**src/rtl/demux_stream.sv**
```systemverilog
// demux_stream: one-deep registered stream demultiplexer with out-of-range select dropping.
// Define DEMUX_STREAM_ZERO_EN to force demux_out slices of non-valid channels to zero.
module demux_stream #(
    parameter int DAT_WIDTH = 8,
    parameter int SEL_WIDTH = 4,
    parameter int NUM_CH    = 2**SEL_WIDTH
) (
    input  logic                        clk,
    input  logic                        rst,
    input  logic [DAT_WIDTH-1:0]        demux_in,
    input  logic [SEL_WIDTH-1:0]        sel_in,
    input  logic                        in_vld,
    output logic                        in_rdy,
    output logic [NUM_CH*DAT_WIDTH-1:0] demux_out,
    output logic [NUM_CH-1:0]           out_vld,
    input  logic [NUM_CH-1:0]           out_rdy,
    output logic                        err_sel,
    output logic [7:0]                  drop_cnt
);
    localparam int                 LP_SPAN = 2**SEL_WIDTH;
    localparam logic [SEL_WIDTH:0] LP_NUM  = (SEL_WIDTH+1)'(NUM_CH);
    logic                 r_vld;
    logic [SEL_WIDTH-1:0] r_ch;
    logic [DAT_WIDTH-1:0] r_dat;
    logic                 r_err;
    logic [7:0]           r_cnt;
    logic [LP_SPAN-1:0]   w_rdy_pad;
    logic                 w_acc;
    logic                 w_ok;
    // Pad ready to the full select span so the held index always addresses a real bit.
    assign w_rdy_pad = LP_SPAN'(out_rdy);
    assign in_rdy    = !r_vld || w_rdy_pad[r_ch];
    assign w_acc     = in_vld && in_rdy;
    assign w_ok      = {1'b0, sel_in} < LP_NUM;
    assign err_sel   = r_err;
    assign drop_cnt  = r_cnt;
    always_ff @(posedge clk) begin
        if (rst) begin
            r_vld <= 1'b0;
            r_ch  <= '0;
            r_dat <= '0;
            r_err <= 1'b0;
            r_cnt <= '0;
        end else begin
            if (w_acc && w_ok) begin
                r_vld <= 1'b1;
                r_ch  <= sel_in;
                r_dat <= demux_in;
            end else if (in_rdy) begin
                r_vld <= 1'b0;
            end
            if (w_acc && !w_ok) begin
                r_err <= 1'b1;
                r_cnt <= r_cnt + 8'(r_cnt != 8'hff);
            end
        end
    end
    for (genvar c = 0; c < NUM_CH; c++) begin : g_ch
        assign out_vld[c] = r_vld && (r_ch == SEL_WIDTH'(c));
`ifdef DEMUX_STREAM_ZERO_EN
        assign demux_out[c*DAT_WIDTH +: DAT_WIDTH] = out_vld[c] ? r_dat : '0;
`else
        assign demux_out[c*DAT_WIDTH +: DAT_WIDTH] = r_dat;
`endif
    end
endmodule

```
**config.mk**
```make
export PLATFORM = sky130hd
export DESIGN_NAME = demux_stream
export DESIGN_NICKNAME = d
export VERILOG_FILES = /design/src/rtl/demux_stream.sv
export SDC_FILE = /design/constraint.sdc
export NUM_CORES = 1
export LEC_CHECK = 0
export CORE_ASPECT_RATIO = 0.6
export CORE_UTILIZATION = 32
export CTS_BUF_LIST = sky130_fd_sc_hd__clkbuf_8 sky130_fd_sc_hd__clkbuf_16
export CTS_CLUSTER_DIAMETER = 30
export DETAILED_ROUTE_END_ITERATION = 10
export PLACE_DENSITY = 0.95
export SYNTH_ARGS = -nofsm -noshare
export SYNTH_HDL_FRONTEND = slang
export SYNTH_SLANG_ARGS = --single-unit
```
**constraint.sdc**
```tcl
create_clock -name clk -period 4.6 [get_ports clk]
set_clock_uncertainty 0.1 [all_clocks]
set_input_delay 1.38 -clock clk [delete_from_list [all_inputs] [get_ports clk]]
set_output_delay 1.38 -clock clk [all_outputs]
set_load 0.05 [all_outputs]
```
[After elaboration in Yosys (flattened, before gate mapping)]
Cells that the tools add are included.
Storage, ports and cells
  logic and storage cells: 44
  bits in registers: 13
  input bits: 31
Cells by class
  $lt $le $gt $ge: 1
  reductions and logical operators: 21
  equality and inequality tests: 15
  muxes and demuxes: 4
Operators by type and width (number)
  $eq 4x4->1 const B: 8
  $logic_and 1x1->1: 17
  $eq 4x3->1 const B: 4
  $eq 4x2->1 const B: 2
  $lt 4x5->1 const B: 1
  $bmux 1 s4: 1
  $eq 4x1->1 const B: 1
  $logic_not 4->1: 1
  $mux 1: 3
  $reduce_bool 2->1: 1
  $logic_not 1->1: 1
  $logic_or 1x1->1: 1

[Depth between registers and ports, before layout]
  word-level depth: 5
  gate-level depth with buffers: 7
  mapped depth without buffers: 5

[Worst setup path before layout]
OpenSTA, ideal clock, no wires.
  path type: in2out
  start point: input port out_rdy[7]
  end point: output port in_rdy
  buffers on the path: 1
  arrival: 2468 ps
  cell stages on the path: 4
  path slack: 652 ps
  required time: 3120 ps
  path through: mux4_2 mux2i_1 o2111ai_2 buf_2
On the way
  longest elaborated chain between the ends: 3
Ends and longest elaborated chain
  start, declared: RTL line 16  | input logic [NUM_CH-1:0] out_rdy,
  $bmux 1 s4: RTL line 32  | assign in_rdy = !r_vld || w_rdy_pad[r_ch];
  $mux 1 (implied by the code): RTL line 32
  $logic_or 1x1->1: RTL line 32
  end, declared: RTL line 13  | output logic in_rdy,
Every way passes these cells. The select of a mux whose other input is x is not followed.

[Worst setup path after layout]
  start point: input port out_rdy[6]
  end point: output port in_rdy
Same word-level chain as after synthesis.

==> summary.md <==
| Metric | Value |
|---|---|
| Status | `finished, violations left` |
| Failing checks | `design-rule violations` |
| Routed vias | `approximately 1500` |
| First-pass GRT wire length | `between 6 and 7 mm` |
| Slew @ Worst Pin | `around 900 ps` |
| Number of CTS-inserted buffers | `3` |
| Synth top area cells | `buf_4, dfxtp_1, nand3_1` |
| Startpoint Class | `input port` |
| Starting DRT DRC Count | `75` |
| Largest net degree at the start of global routing | `26` |
| P_int | `around 0.34 mW` |
| Share of the yosys chip area belonging to registers | `roughly 15%` |
| Final HPWL DP | `3.354 mm` |
| Fin. Hold Viols | `0` |
| Setup Buffers After CTS | `0` |
| Final instance area | `about 2700 µm²` |
| Clock Sinks | `13` |
| CP Data Required Time | `roughly 3100 ps` |
| Total grt overflow | `0` |
| Placed cell area | `about 2700 µm²` |
| Routed WL | `4.359 mm` |
| Layout net count | `between 300 and 400` |
| Maximum operating frequency | `~230 MHz` |
| Area growth syn-to-layout | `51.69%` |
| Clk_lat worst skew | `about 240 ps` |
| Critical path data arrival time | `roughly 2900 ps` |
| Post-Synthesis Cells | `around 230` |
| Root buf cell | `clkbuf_8` |
| Die height | `around 60 µm` |
| Row count | `20` |
| Hold-fix buffers, CTS | `0` |
| CTS tree | `built` |
| Leak | `approximately 0.94 nW` |
| Synth area leader | `buf_4` |
| Vias in the first global route | `about 1300` |
| Switching Power | `between 0.4 and 0.5 mW` |
| Sequential cell area | `roughly 260 µm²` |
| Max Cap Violations | `0` |
| Core footprint | `~5200 µm²` |
| CTS max path bufs | `2` |
| Slew headroom | `40.57%` |
| #FFs+latches synth | `13` |
| Clock share of power | `13.6%` |
| Mean number of vias per cell | `~4.3` |
| Initial core utilization | `34.13%` |
| DIE AREA | `5864 µm²` |
| Clk pin slew, worst setup/hold paths | `60 ps` |
| Ports | `~190` |
| Die outline width | `~98 µm` |
| Reg power frac | `about a fifth` |
| DR DRC count | `8` |
| Ant diodes | `0` |
| Power per Cell Area | `around 280 nW/µm²` |
| RSZ-0062 raised after global routing | `false` |
| Final ANT Viol Nets | `0` |
| Comb pwr share | `67.0%` |
| Worst VDD drop | `approximately 0.00014 V` |
| Fraction of layout cells with a size suffix above 1 | `~7.3%` |
| Yosys cell types | `21` |
| Final Max Tran Viols | `0` |
| H-tree Lvls | `1` |
| Drt wl/cell | `12.78 µm` |
| Critical Path Fanout Max | `2` |
| CP endpoint kind | `output pin` |
| Final Cycle Share | `a little over nine tenths` |
| Setup TNS | `0 ps` |
| IO Port Bufs | `~180` |
| Yosys warnings | `0` |
| Multi-input gate area | `526.8 µm²` |
| Setup Viol. Count Final | `0` |
| Placer Congestion | `approximately 0.87` |
| HP Class | `flop to flop` |
| CTS resizes | `0` |
| Drt pass-1 iters | `10` |
| Initial antenna violation count | `0` |
| Total track usage | `13.24%` |
| Clock period minus worst slack | `roughly 4400 ps` |
| Sw Share | `54.37%` |
| Syn_area_per_cell | `a little under 8 µm²` |
| Syn Std Cell Area | `1777 µm²` |
| Filler instances | `502` |
| Critical path class | `input port to output pin` |
| Area share of the largest cell type after synthesis | `a little over half` |
power by group through the flow:
| stage | clock network [mW] | registers (mW) | logic (mW) |
|---|---|---|---|
| 6_report | 0.102 | 0.146 | 0.501 |
| 5_1_grt | 0.111 | 0.150 | 0.515 |
| 4_1_cts | 0.104 | 0.146 | 0.503 |
| 3_5_place_dp | 0 | 0.149 | 0.501 |
| 3_3_place_gp | 0 | 0.147 | 0.497 |
| 2_1_floorplan | 0 | 0.156 | 0.417 |
per-layer routing:
metal	vias to the layer above	global-route usage [%]	wire length, µm	share of wire (%)
met5	-	0	0	0
met1	676	16.67	1805	41
met3	6	2.924	389	8.9
met2	103	23.34	2118	49
li1	692	-	-	-
met4	0	3.625	46	1.1
layout by cell type, fill, tap and decap left out:
| master | instances |
|---|---|
| clkbuf_8 | 3 |
| a21o_1 | 2 |
| nor3_1 | 4 |
| nand2_1 | 1 |
| o2111ai_2 | 1 |
| nand2b_1 | 2 |
| buf_4 | 1 |
| clkdlybuf4s50_1 | 174 |
| nand3_1 | 17 |
| a21oi_2 | 4 |
| o32a_1 | 1 |
| buf_12 | 1 |
| or3b_2 | 1 |
| a21bo_1 | 4 |
| mux4_2 | 3 |
| conb_1 | 9 |
| a21oi_1 | 9 |
| nor2_1 | 12 |
| mux2i_1 | 3 |
| inv_1 | 4 |
| a21bo_2 | 6 |
| dfxtp_1 | 13 |
per-stage QoR:
step	hold slack, ps	instances	utilization [%]	setup slack (ps)	power [mW]
detailed placement	596.5	337	50.91	207.3	0.6501
CTS	603.0	341	51.78	199.1	0.7531
floorplan	514.8	233	-	651.7	0.5723
global route	637.2	341	51.78	190.1	0.7764
finish	613.4	341	51.78	221.5	0.7485
global placement	567.3	337	50.91	317.0	0.6445
area by class of cell:
cell class	instances	area share (%)
sequential	13	9.656
inverter	3	0.4178
timing repair buffer	176	65.65
multi-input combinational	79	19.55
clock buffer	3	1.532
tap	66	3.064
clock inverter	1	0.1393
final timing paths:
path              cells past startpoint       start  slack, ps        to
setup / recovery                      5  out_rdy[6]        220    in_rdy
hold / removal                        3     r_ch[3]        610   r_ch[3]
setup reg to reg                      6     r_ch[1]       2230  r_dat[4]
hold reg to reg                       3     r_ch[3]        610   r_ch[3]
registers in the layout, summed over array words and instances, names as in the netlist:
register / cells
r_ch: 4
r_dat: 8
r_vld: 1
synth_stat cells:
cell type and instances:
buf_4 130, nand3_1 17, dfxtp_1 13, nor2_1 12, a21oi_1 9, a21bo_2 6, clkbuf_1 6, a21bo_1 4
a21oi_2 4, nor3_1 4, inv_1 3, mux2i_1 3, mux4_2 3, a21o_1 2, buf_2 2, nand2b_1 2
conb_1 1, nand2_1 1, o2111ai_2 1, o32a_1 1, or3b_2 1
cell families (layout without fill, tap and decap cells):
logic type / count (synthesis) / count (layout) / share of synthesized area, %
AND/OR/NAND/NOR: 37 / 37 / 9.859
multiplexers: 6 / 6 / 5.493
other: 1 / 9 / 0.2111
buffers and inverters: 141 / 183 / 57.39
flip-flops: 13 / 13 / 14.65
AO/OA/AOI/OAI: 27 / 27 / 12.39
worst max-delay path: stages:
cell,delay (ps)
clkdlybuf4s50_1,410
mux4_2,480
mux2i_1,200
o2111ai_2,210
buf_12,210
(Power assumes the default switching activity.)
